## config.mk

```make
export PLATFORM = sky130hd
export DESIGN_NAME = enduro_axis_packetizer
export DESIGN_NICKNAME = d
export VERILOG_FILES = /design/src/rtl/enduro_pkt_pkg.sv /design/src/rtl/enduro_axis_reg_slice.sv /design/src/rtl/enduro_axis_packetizer.sv
export SDC_FILE = /design/constraint.sdc
export NUM_CORES = 1
export LEC_CHECK = 0
export ABC_AREA = 1
export CAP_MARGIN = 20
export CORE_MARGIN = 8
export CORE_UTILIZATION = 54
export CTS_BUF_LIST = sky130_fd_sc_hd__clkbuf_8 sky130_fd_sc_hd__clkbuf_16
export CTS_CLUSTER_DIAMETER = 80
export DETAILED_ROUTE_END_ITERATION = 8
export PLACE_DENSITY = 0.81
export SYNTH_ARGS = -nofsm -noshare
export SYNTH_HDL_FRONTEND = slang
export SYNTH_HIERARCHICAL = 1
export SYNTH_SLANG_ARGS = --single-unit
```

## constraint.sdc

```tcl
create_clock -name axis_clk -period 3.3 [get_ports axis_clk]
set_input_delay 0.825 -clock axis_clk [delete_from_list [all_inputs] [get_ports axis_clk]]
set_output_delay 0.825 -clock axis_clk [all_outputs]
set_load 0.1 [all_outputs]
```

## src/rtl/enduro_pkt_pkg.sv

```systemverilog
// Shared types and width helpers for the enduro stream packetizer.
//   pkt_state_t : packetizer FSM states
//   cnt_bits()  : width needed to hold values 0..max_val (at least 1 bit)
package enduro_pkt_pkg;

  typedef enum logic [1:0] {
    PKT_EMPTY,  // hold register empty
    PKT_HOLD,   // one beat held as lookahead
    PKT_CLOSE   // held beat is the last of its packet, waiting for O
  } pkt_state_t;

  function automatic int cnt_bits(input int max_val);
    return (max_val < 1) ? 1 : $clog2(max_val + 1);
  endfunction

endpackage

```

## src/rtl/enduro_axis_reg_slice.sv

```systemverilog
// One-entry AXI4-Stream register with data+last payload.
//   in_valid/in_data/in_last : beat to load, taken whenever in_free
//   in_free                  : register empty or being drained this cycle
//   out_valid/out_data/out_last/out_ready : registered AXI4-Stream master side
module enduro_axis_reg_slice #(
  parameter int W = 32
) (
  input  logic         axis_clk,
  input  logic         axis_aresetn,
  input  logic         in_valid,
  input  logic [W-1:0] in_data,
  input  logic         in_last,
  output logic         in_free,
  output logic         out_valid,
  output logic [W-1:0] out_data,
  output logic         out_last,
  input  logic         out_ready
);

  assign in_free = !out_valid || out_ready;

  always_ff @(posedge axis_clk or negedge axis_aresetn) begin
    if (!axis_aresetn) begin
      out_valid <= 1'b0;
      out_data  <= '0;
      out_last  <= 1'b0;
    end else if (in_free) begin
      out_valid <= in_valid;
      out_last  <= in_valid && in_last;
      if (in_valid) out_data <= in_data;
    end
  end

endmodule

```

## src/rtl/enduro_axis_packetizer.sv

```systemverilog
// Groups a continuous AXI4-Stream word flow into packets by generating tlast.
// One beat is held back (H) so tlast can be attached to the final beat once the
// packet closes: on MAX_PKT_LEN beats, on TIMEOUT_CYCLES idle cycles, or on flush.
//   axis_clk/axis_aresetn : clock, async active-low reset
//   s_axis_*              : input stream (tvalid/tready/tdata)
//   m_axis_*              : output stream (tvalid/tready/tdata/tlast), driven by O
//   flush                 : pulse, close the current packet
//   pkt_count             : packets emitted (wraps)
//   pkt_done              : registered pulse, cycle after a tlast handshake
module enduro_axis_packetizer
  import enduro_pkt_pkg::*;
#(
  parameter int DATA_WIDTH     = 32,
  parameter int MAX_PKT_LEN    = 16,
  parameter int TIMEOUT_CYCLES = 64,
  parameter int CNT_WIDTH      = 16
) (
  input  logic                  axis_clk,
  input  logic                  axis_aresetn,
  input  logic                  s_axis_tvalid,
  output logic                  s_axis_tready,
  input  logic [DATA_WIDTH-1:0] s_axis_tdata,
  output logic                  m_axis_tvalid,
  input  logic                  m_axis_tready,
  output logic [DATA_WIDTH-1:0] m_axis_tdata,
  output logic                  m_axis_tlast,
  input  logic                  flush,
  output logic [CNT_WIDTH-1:0]  pkt_count,
  output logic                  pkt_done
);

  localparam int BW = cnt_bits(MAX_PKT_LEN);
  localparam int IW = cnt_bits(TIMEOUT_CYCLES - 1);
  localparam logic [BW-1:0] BMAX = BW'(MAX_PKT_LEN);
  localparam logic [IW-1:0] IMAX = IW'(TIMEOUT_CYCLES - 1);

  pkt_state_t            state;
  logic [DATA_WIDTH-1:0] h_data;
  logic [BW-1:0]         beat_cnt;
  logic [IW-1:0]         idle_cnt;
  logic h_valid, o_free, accept, at_max, closing, shift, o_load, m_last_hs;

  assign h_valid       = (state != PKT_EMPTY);
  assign s_axis_tready = axis_aresetn && (!h_valid || o_free);
  assign accept        = s_axis_tvalid && s_axis_tready;
  assign at_max        = (state == PKT_HOLD) && (beat_cnt == BMAX);
  // closing: held beat leaves for O with tlast this cycle
  assign closing       = o_free && ((state == PKT_CLOSE) || at_max);
  // shift: held beat leaves for O as a middle beat, replaced by the new one
  assign shift         = (state == PKT_HOLD) && !at_max && accept;
  assign o_load        = closing || shift;
  assign m_last_hs     = m_axis_tvalid && m_axis_tready && m_axis_tlast;

  always_ff @(posedge axis_clk or negedge axis_aresetn) begin
    if (!axis_aresetn) begin
      state    <= PKT_EMPTY;
      h_data   <= '0;
      beat_cnt <= '0;
      idle_cnt <= '0;
    end else begin
      if (accept || !h_valid) idle_cnt <= '0;
      else if (idle_cnt != IMAX) idle_cnt <= idle_cnt + IW'(1);

      case (state)
        PKT_EMPTY: if (accept) begin
          h_data   <= s_axis_tdata;
          beat_cnt <= beat_cnt + BW'(1);
          state    <= PKT_HOLD;
        end
        PKT_HOLD: begin
          if (at_max) begin
            if (!o_free) state <= PKT_CLOSE;
          end else if (accept) begin
            h_data   <= s_axis_tdata;
            beat_cnt <= beat_cnt + BW'(1);
          end else if (flush || idle_cnt == IMAX) begin
            state <= PKT_CLOSE;
          end
        end
        PKT_CLOSE: ;  // flush absorbed; exit handled by closing below
        default: state <= PKT_EMPTY;
      endcase

      // Final beat goes out; a beat accepted alongside starts the next packet.
      if (closing) begin
        if (accept) begin
          h_data   <= s_axis_tdata;
          beat_cnt <= BW'(1);
          state    <= PKT_HOLD;
        end else begin
          beat_cnt <= '0;
          state    <= PKT_EMPTY;
        end
      end
    end
  end

  always_ff @(posedge axis_clk or negedge axis_aresetn) begin
    if (!axis_aresetn) begin
      pkt_count <= '0;
      pkt_done  <= 1'b0;
    end else begin
      pkt_done <= m_last_hs;
      if (m_last_hs) pkt_count <= pkt_count + CNT_WIDTH'(1);
    end
  end

  enduro_axis_reg_slice #(.W(DATA_WIDTH)) u_oreg (
    .axis_clk     (axis_clk),
    .axis_aresetn (axis_aresetn),
    .in_valid     (o_load),
    .in_data      (h_data),
    .in_last      (closing),
    .in_free      (o_free),
    .out_valid    (m_axis_tvalid),
    .out_data     (m_axis_tdata),
    .out_last     (m_axis_tlast),
    .out_ready    (m_axis_tready)
  );

endmodule
```

# [Word-level counts from Yosys, hierarchy flattened]
# Cells that the tools add are included.
[word_totals] register_bits=96 input_bits=37 output_inout_bits=52 elab_cells=68
[classes] add_sub_neg=3 n_eq_ne=11 mux=20 n_reduce_logical=25
[ops] operator="32-bit 2-to-1 mux" count=4
[ops] operator="32-bit one-hot mux with 2 select lines" count=1
[ops] operator="16-bit by 1-bit adder with 16-bit output, second input constant" count=1
[ops] operator="5-bit 2-to-1 mux" count=3
[ops] operator="2-bit 2-to-1 mux" count=6
[ops] operator="6-bit 2-to-1 mux" count=2
[ops] operator="5-bit one-hot mux with 2 select lines" count=1
[ops] operator="1-bit logical AND" count=9
[ops] operator="4-bit != test, second input constant" count=2
[ops] operator="6-bit by 1-bit adder with 6-bit output, second input constant" count=1
[ops] operator="6-bit equality test, second input constant" count=1
[ops] operator="1-bit logical OR" count=6
[ops] operator="3-bit != test, second input constant" count=2
[ops] operator="6-bit != test, second input constant" count=1
[ops] operator="2-bit one-hot mux with 3 select lines" count=1
[ops] operator="5-bit by 1-bit adder with 5-bit output, second input constant" count=1
[ops] operator="5-bit equality test, second input constant" count=1
[ops] operator="5-bit AND reduction" count=1
[ops] operator="4-bit by 3-bit != test with 1-bit output, second input constant" count=1
[ops] operator="2-bit AND reduction" count=2
[ops] operator="2-bit nonzero test" count=2
[ops] operator="1-bit zero test" count=3
[ops] operator="3-bit nonzero test" count=1
[ops] operator="2-bit by 1-bit equality test with 1-bit output, second input constant" count=1
[ops] operator="4 further kinds" count=5

# [Longest topological paths before layout]
# Gate-level depths: netlist of the first run.
[depth] word_depth=10 depth_mapped=14

# [Cells and area by module]
# The synthesis of the first run kept the hierarchy.
[modules_own_cells] mod="enduro_axis_packetizer" instances=1 cells_each=526 area_per_inst_um2=3761.1 seq_area_each_um2=1551.5
[modules_own_cells] mod="enduro_axis_reg_slice" instances=1 cells_each=147 area_per_inst_um2=1416.4 seq_area_each_um2=850.8

# [Worst setup path after synthesis of the first run]
# Ideal clock, no wire load.
[synth_path] kind="register to output" from="register u_oreg.out_valid" to="output s_axis_tready" t_arrival_ps=3533 setup_slack_ps=-1058 stages_incl_launch_ff=5 path_buffers=1 cell_sequence="dfrtp_1 -> nand2_4 -> buf_4 -> inv_2 -> a21boi_0"
[synth_via] elab_chain_cells=4
[synth_rtl] item="start: declaration" line="enduro_axis_reg_slice.sv:14" source="output logic out_valid,"
[synth_rtl] item="start signal: assignment" line="enduro_axis_reg_slice.sv:28" source="out_valid <= in_valid;"
[synth_rtl] item="1-bit zero test" line="enduro_axis_reg_slice.sv:20" source="assign in_free = !out_valid || out_ready;"
[synth_rtl] item="1-bit logical OR" line="enduro_axis_reg_slice.sv:20"
[synth_rtl] item="via o_free" line="enduro_axis_packetizer.sv:41" source="logic h_valid, o_free, accept, at_max, closing, shift, o_load, m_last_hs;"
[synth_rtl] item="1-bit logical OR" line="enduro_axis_packetizer.sv:44" source="assign s_axis_tready = axis_aresetn && (!h_valid || o_free);"
[synth_rtl] item="1-bit logical AND" line="enduro_axis_packetizer.sv:44"
[synth_rtl] item="end: declaration" line="enduro_axis_packetizer.sv:21" source="output logic s_axis_tready,"
# The timed path passes the listed nets, and every way through them passes these cells.

# [Worst setup path in the final report of the first run]
[layout_path] from="input m_axis_tready" to="output s_axis_tready"
[layout_via] elab_chain_cells=3
[layout_rtl] item="start: declaration" line="enduro_axis_packetizer.sv:24" source="input logic m_axis_tready,"
[layout_rtl] item="1-bit logical OR" line="enduro_axis_reg_slice.sv:20"
[layout_rtl] item="via o_free" line="enduro_axis_packetizer.sv:41"
[layout_rtl] item="1-bit logical OR" line="enduro_axis_packetizer.sv:44"
[layout_rtl] item="1-bit logical AND" line="enduro_axis_packetizer.sv:44"
# The timed path passes the listed nets, and every way through them passes these cells.

==> out/qor.csv, run 1 <==
metric,value,unit
number of clock sinks,96,
Worst EP arrival,1920,ps
Syn Inst Count,673,
post-CTS setup buffers,0,
Die Span Y,114,microns
fin area,0.00616,sq mm
final setup margin,551,ps
"Seq/Total Area, Yosys",46.4,%
crit share post-route,83.3,%
Setup-failing EPs final,0,
core footprint,0.00928,sq mm
initial antenna violation count,0,
"antenna viol nets, final",0,
Setup TNS Final,0,ps
port bufs,88,
first-pass GRT wire length,22200,microns
area of the multi-input gates,0.00228,sq mm
dominant synthesized flop cell,dfrtp_1,
Setup crit end kind,output pin,
Area after DPL,0.00595,sq mm
area taken by flip-flops and latches,0.00240,sq mm
Clock Power Share,13.8,%
unrepaired setup endpoints after global routing,false,
vias in the first global route,4651,
Syn-to-layout area delta,19.1,%
leak pwr,0.00331,uW
Syn Nets,714,
Setup Crit Path Kind,primary input to output pin,
R2R Setup Slk,1050,ps
CP Launch Type,primary input,
post-synthesis register bit count,96,
clock-pin slew on the worst setup and hold paths,100,ps
Post-synth EDFFs,0,
fin crit period,2750,ps
NetSw,3260,uW
post-synth top area share,46.4,%
post-place setup slack,410,ps
most frequent cell after synthesis,nand2_1,
fmax,364,MHz
DR pass1 iterations,5,
CTS HTree Levels,3,
CTS tree,done,
TritonCTS buffer count,9,
1st-iter DRT viols,380,
Synth cell types,38,
max-cap violations,0,
Slew HR,34.2,%
synthesized area per cell,7.69,sq um
sw frac,54.5,%
Post-Syn Area,0.00518,sq mm
drt via density,5.26,
I/O Pins,89,
Final Hold Vio Count,0,
Die Span X,114,microns
Synth area leader,dfrtp_1,
pins over their slew limit,0,
DRC errors left,0,
type of the worst min-delay path,primary input to asynchronous set/reset pin,
WP data required,2470,ps
Nets,792,
WL per Instance,15.0,microns
final setup skew,12.5,ps
CTS resizes,0,
RePlAce Congestion,0.931,
outcome,"finished, final reports clean",
Int Power,2720,uW
P per Cell Area,970,mW/mm^2
cts hold-fix bufs,0,
Final Total Pwr,5980,uW
drt total wl,13300,microns
vias post-DR,4659,
Initial Utilization,55.8,%
Longest Clk Path Bufs,2,
Post-DP HPWL,9210,microns
remaining global-route overflow,0,
GRT Overall Usage,21.1,%
Total Die Area,0.0130,sq mm
Root Buffer,clkbuf_8,
Synth async-reset ratio,100,%
pin count of the biggest net entering global routing,80,
Rows,35,
Synth area leaders,"dfrtp_1, nand2_1, nand3_1, inv_1, nor2_1",
Util after Layout,66.4,%
sequential power share,31.7,%
Ys Warns,6,
Worst-Margin Slew,987,ps
Peak VDD IR,0.552,mV
Comb power frac,54.5,%
# fillers,781,
Skew-Pair Late Insertion Delay,370,ps
share of cells above drive strength 1,15.1,%
top cells by instance count after synthesis,"nand2_1, dfrtp_1, inv_1, nand3_1, nor2_1",
crit path max fanout,3,
# diodes,0,
## cells by family after synthesis
| family | Yosys count | share of synthesized area [%] |
|---|---|---|
| AND/OR/NAND/NOR | 372 | 32.1 |
| adder cells (fa/ha/maj) | 4 | 0.967 |
| XOR/XNOR | 14 | 2.37 |
| buffers and inverters | 105 | 9.62 |
| flip-flops | 96 | 46.4 |
| AO/OA/AOI/OAI | 82 | 8.51 |
## worst max-delay path: stages
cell and delay [ps]:
clkdlybuf4s50_1 490, inv_2 60, nand2_4 60, inv_2 60, a21boi_2 220, buf_12 200
## cells in the final DEF, fill, tap and decap left out, drive strengths merged, types with 2 or more instances in the layout
master	instances
buf	60
clkbuf	10
nand3	72
o21ai	52
nand2	232
xor2	7
inv	79
clkdlybuf4s50	35
ha	4
nor3	2
xnor2	7
nor2	49
dfrtp	96
nand4	14
clkinvlp	2
a21oi	25
## power groups by stage
stage / clock network, uW / registers [uW] / logic [uW]
6_report: 827 / 1890 / 3260
5_1_grt: 897 / 1940 / 3490
3_5_place_dp: 0 / 1910 / 3250
4_1_cts: 841 / 1890 / 3260
3_3_place_gp: 0 / 1900 / 3170
2_1_floorplan: 0 / 3190 / 1260
## final cells by class
type	instances	area share (%)
well taps	129	2.62
repair buffers	95	13.2
flip-flops and latches	96	39.0
multi-input cells	472	37.0
clock inverters	6	1.20
inverters	77	4.79
clock buffers	10	2.23
## routing by layer
metal	vias up	global-route usage [%]	wire [microns]
met3	24	3.54	674
met5	-	0	0
li1	2291	-	-
met4	0	8.61	246
met2	152	35.6	6540
met1	2192	26.2	5840
## per-stage QoR
step | instances | hold WS [ps]
3_3_place_gp | 869 | 461
4_1_cts | 885 | 255
6_report | 885 | 273
3_5_place_dp | 869 | 464
5_1_grt | 885 | 247
2_1_floorplan | 673 | 472
## registers in the layout (all words and copies together), names as in the netlist
name / count
beat_cnt: 5
h_data: 32
idle_cnt: 6
pkt_count: 16
pkt_done: 1
state: 2
u_oreg/out_data: 32
u_oreg/out_last: 1
u_oreg/out_valid: 1
## path summary, 6_finish.rpt
| path | from | to | depth (start not counted) |
|---|---|---|---|
| min | axis_aresetn | h_data[18] | 1 |
| min reg2reg | u_oreg/out_data[11] | u_oreg/out_data[11] | 2 |
| max in group asynchronous | axis_aresetn | h_data[24] | 3 |
| max | m_axis_tready | s_axis_tready | 6 |
| min in group axis_clk | u_oreg/out_data[11] | u_oreg/out_data[11] | 2 |
| max reg2reg | state[1] | u_oreg/out_data[4] | 8 |
Power figures use the tool's default switching activity.
==> run 2, diff against run 1 <==
Settings changed: CORE_UTILIZATION 54 to 48, PLACE_DENSITY 0.81 to 0.76.
Clock period 3.3 ns to 2.2 ns, I/O delays scaled along.
==> run 2 against run 1 <==
Sequential cell count unchanged; via count increased by 1.7%; sequential share of layout area down 1.2 points; first-iteration DRC count increased by 7.4%; register-to-register slack worse by 910 ps; global-route usage down 2.0 points; final cell count rose by 3.1%; critical path depth is 7 higher; clock power is 25% higher; cell area rose by 3.5%; worst setup slack lost 410 ps; highest routed layer unchanged.
==> out/qor.csv, run 2 (same netlist as run 1, synthesis figures left out) <==
metric,value,unit
Setup-failing EPs final,0,
Initial Utilization,48.4,%
port bufs,88,
RR Startpoint,beat_cnt[0],
outcome,"finished, final reports clean",
Crit path top cell by count,nand2_1,
initial antenna violation count,0,
RePlAce Congestion,0.891,
final setup skew,10.5,ps
Skew-Pair Late Insertion Delay,370,ps
sequential power share,31.7,%
CTS tree,done,
remaining global-route overflow,0,
NetSw,4890,uW
TritonCTS buffer count,9,
crit share post-route,93.7,%
Root Buffer,clkbuf_8,
drt total wl,13700,microns
fin cells,912,
Setup Crit Path Kind,register to register,
vias in the first global route,4674,
number of clock sinks,96,
fmax,485,MHz
"antenna viol nets, final",0,
reg2reg path depth,13,
sw frac,54.5,%
Setup crit end kind,register,
GRT Overall Usage,19.1,%
FF-to-FF End,u_oreg/out_data[3],
leak pwr,0.00342,uW
Final Hold Vio Count,0,
Worst path max stage delay,390,ps
core footprint,0.0107,sq mm
"commonest non-fill, non-tap cell in the layout",nand2_1,
# diodes,0,
routing usage on met1,24.3,%
Util after Layout,59.6,%
CP max-delay cell,dfrtp_1,
Die Span X,120,microns
gr busiest metal,met2,
Post-DP HPWL,9710,microns
placed insts,896,
Area after DPL,0.00620,sq mm
fin crit period,2060,ps
R2R Setup Slk,140,ps
post-CTS setup buffers,0,
Longest Clk Path Bufs,2,
Peak VDD IR,1.31,mV
CP bufs+invs,5,
pin count of the biggest net entering global routing,87,
Rows,38,
"Cell Chain, Critical Path",inv_1 > ha_1 > nand2_1 > inv_1 > nand2_1 > nand2_2 > inv_1 > nand2_1 > nand2_1 > buf_12 > buf_12 > nand3_1 > nand2_1,
type of the worst min-delay path,primary input to asynchronous set/reset pin,
I/O Pins,89,
pins over their slew limit,0,
grt met3 use,3.33,%
Int Power,4080,uW
share of cells above drive strength 1,16.7,%
vias post-DR,4739,
Syn-to-layout area delta,23.2,%
Total Die Area,0.0144,sq mm
Slew HR,68.7,%
Nets,809,
WL per Instance,15.0,microns
fin area,0.00638,sq mm
drt via density,5.20,
first-pass GRT wire length,22400,microns
Worst EP arrival,2320,ps
"commonest cells after routing, fill and taps aside","nand2_1, dfrtp_1, inv_1",
P per Cell Area,1410,mW/mm^2
Worst-Margin Slew,469,ps
crit path max fanout,16,
CP Launch Type,register,
biggest regs,"h_data: 32 flops, u_oreg/out_data: 32 flops, pkt_count: 16 flops",
clock-pin slew on the worst setup and hold paths,90,ps
cell family with most CP delay,simple AND/OR/NAND/NOR gates,
CTS HTree Levels,3,
Clock Power Share,11.5,%
DRC errors left,0,
DR pass1 iterations,5,
WP data required,2460,ps
Die Span Y,120,microns
max-cap violations,0,
Comb power frac,56.8,%
Min Hold Slack,221,ps
unrepaired setup endpoints after global routing,false,
met2 usage,32.1,%
1st-iter DRT viols,408,
==> run 2: cell count changes in the layout (fill, tap and decap cells not counted), moves of 2 or more <==
| cell | previous run | this run |
|---|---|---|
| buf_12 | 1 | 9 |
| buf_4 | 59 | 67 |
| inv_1 | 70 | 72 |
| inv_6 | 3 | 1 |
==> run 2: per-stage QoR <==
step	worst slack [ps]	TNS, ps	total power [uW]
after floorplan	5.23	0	6690
final	138	0	8970
after detailed placement	-94.4	-3190	7930
after global routing	8.60	0	9470
after global placement	-29.8	-168	7770
after CTS	6.49	0	8970
==> run 2: what timing repair did <==
action                                  4_1_cts  5_1_grt
endpoints found under the setup margin        0        2
hold buffers                                  0        0
gates resized for setup                       0        1
==> run 2: power groups by stage <==
stage	Clock, uW	Sequential [uW]	Combinational, uW
global placement	0	2850	4920
finish	1030	2840	5090
CTS	1050	2840	5080
global route	1110	2920	5440
detailed placement	0	2870	5070
floorplan	0	4790	1900
==> run 2: final cells by class <==
cell class / instances / area (sq um)
clock buffer: 10 / 138
clock inverter: 5 / 27.5
fill: 958 / 4320
inverter: 77 / 295
multi-input combinational: 473 / 2300
sequential: 96 / 2410
tap: 140 / 175
timing repair buffer: 111 / 1040
==> run 2: per-layer routing <==
metal | share of wire (%) | up-vias
li1 | - | 2321
met1 | 44 | 2248
met2 | 49 | 148
met3 | 5.4 | 22
met4 | 1.6 | 0
met5 | 0 | -
==> run 2: how the worst max path moves through the flow <==
stage                                     end  cells past startpoint        startpoint  slack (ps)
after floorplan                 s_axis_tready                      4  u_oreg/out_valid           5
after global placement    u_oreg/out_data[20]                      8     m_axis_tready         -30
after detailed placement           h_data[25]                     12     m_axis_tready         -90
after CTS                       s_axis_tready                      6     m_axis_tready           6
after global routing       u_oreg/out_data[3]                     13       beat_cnt[0]           9
final                      u_oreg/out_data[3]                     13       beat_cnt[0]         140
==> run 3, diff against run 2 <==
Settings changed: CTS_BUF_LIST sky130_fd_sc_hd__clkbuf_8 sky130_fd_sc_hd__clkbuf_16 to default, SETUP_SLACK_MARGIN from default to 0.3.
==> run 3 against run 2 <==
Register-to-register slack better by 240 ps; critical path type is now register to output pin; fmax up 7.5%; non-clock buffer count up 12; die area unchanged; worst hold slack worse by 200 ps; core utilization up 1.2 points; critical path depth down 9.
==> out/qor.csv, run 3 (same netlist as run 1, synthesis figures left out) <==
metric,value,unit
outcome,"finished, final reports clean",
Die Span X,120,microns
Setup crit end kind,output pin,
Worst EP arrival,1370,ps
TritonCTS buffer count,9,
first-pass GRT wire length,22400,microns
WL per Instance,14.9,microns
vias in the first global route,4749,
port bufs,88,
Final Hold Vio Count,0,
"commonest non-fill, non-tap cell in the layout",nand2_1,
biggest regs,"h_data: 32 flops, u_oreg/out_data: 32 flops, pkt_count: 16 flops",
GRT Overall Usage,18.9,%
Worst-Margin Slew,825,ps
crit share post-route,87.2,%
leak pwr,0.00343,uW
final setup skew,17.9,ps
pins over their slew limit,0,
CTS HTree Levels,3,
core footprint,0.0107,sq mm
CP Launch Type,register,
clock-pin slew on the worst setup and hold paths,90,ps
# diodes,0,
Util after Layout,60.8,%
number of clock sinks,96,
Setup-failing EPs final,0,
crit path max fanout,5,
remaining global-route overflow,0,
Rows,38,
drt total wl,13800,microns
fin area,0.00650,sq mm
CTS tree,done,
drt via density,5.23,
vias post-DR,4841,
Syn-to-layout area delta,25.6,%
WP data required,1650,ps
Area after DPL,0.00617,sq mm
unrepaired setup endpoints after global routing,true,
initial antenna violation count,0,
Post-DP HPWL,9820,microns
Peak VDD IR,1.06,mV
Root Buffer,clkbuf_8,
type of the worst min-delay path,primary input to asynchronous set/reset pin,
I/O Pins,89,
1st-iter DRT viols,367,
RePlAce Congestion,0.842,
Nets,821,
fin crit period,1920,ps
share of cells above drive strength 1,19.9,%
pin count of the biggest net entering global routing,69,
cts hold-fix bufs,0,
Longest Clk Path Bufs,2,
"commonest cells after routing, fill and taps aside","nand2_1, dfrtp_1, buf_4",
"antenna viol nets, final",0,
Slew HR,45.0,%
fmax,521,MHz
max-cap violations,0,
Total Die Area,0.0144,sq mm
P per Cell Area,1400,mW/mm^2
Setup Crit Path Kind,register to output pin,
DR pass1 iterations,5,
final setup margin,281,ps
Skew-Pair Late Insertion Delay,370,ps
Die Span Y,120,microns
post-place setup slack,-180,ps
Initial Utilization,48.4,%
DRC errors left,0,
[run 3: changes by cell type in the layout (fill, tap and decap cells not counted), moves of 3 or more]
| cell | delta |
|---|---|
| dfrtp_1 | -8 |
| inv_1 | -4 |
| nand2_8 | +5 |
| nand2_4 | -3 |
| buf_4 | +15 |
| dfrtp_2 | +8 |
| buf_12 | -5 |
[run 3: area by class of cell]
| cell class | instances | area (sq um) |
|---|---|---|
| tap | 140 | 175 |
| multi-input combinational | 473 | 2360 |
| clock buffer | 12 | 145 |
| fill | 914 | 4200 |
| inverter | 77 | 304 |
| clock inverter | 4 | 30.0 |
| timing repair buffer | 123 | 1070 |
| sequential | 96 | 2420 |
[run 3: critical path, stage by stage (launching register included)]
cell and delay, ps:
dfrtp_1 430, inv_2 90, nand2_4 80, a21boi_4 200
buf_12 190
[run 3: path summary, 6_finish.rpt]
check / from / end / slack (ps) / cells past startpoint
max: state[0] / s_axis_tready / 280 / 4
min: axis_aresetn / h_data[4] / 20 / 1
max in group asynchronous: axis_aresetn / u_oreg/out_valid / 1060 / 2
max reg2reg: state[1] / u_oreg/out_data[21] / 380 / 10
min reg2reg: u_oreg/out_data[16] / u_oreg/out_data[16] / 480 / 2
min in group axis_clk: u_oreg/out_data[16] / u_oreg/out_data[16] / 480 / 2
[run 3: metal layers]
layer / global-route usage, % / share of wire [%] / vias up
met3: 3.24 / 6.0 / 21
met5: 0 / 0 / -
met1: 23.5 / 43 / 2305
met2: 31.7 / 49 / 172
met4: 8.43 / 2.0 / 0
li1: - / - / 2343
[run 3: through the flow]
step	setup TNS [ps]	hold WS [ps]	power [uW]	std cells
global placement	-2690	395	7750	899
detailed placement	-5760	395	7900	899
CTS	0	5.50	9040	921
finish	0	22.1	9130	925
floorplan	0	254	6730	673
global route	0	6.35	9640	925
[run 3: report_power, final]
group | switching (uW) | internal, uW
Sequential | 466 | 2370
Clock | 602 | 447
Combinational | 3890 | 1350
Total | 4960 | 4170
[run 3: what timing repair did]
item                       CTS  global route
setup endpoints to repair   39            68
buffers inserted             5             4
hold endpoints to repair     0             0
pin swaps                    2             2
cloned                       1             0
gates resized for setup      5            10
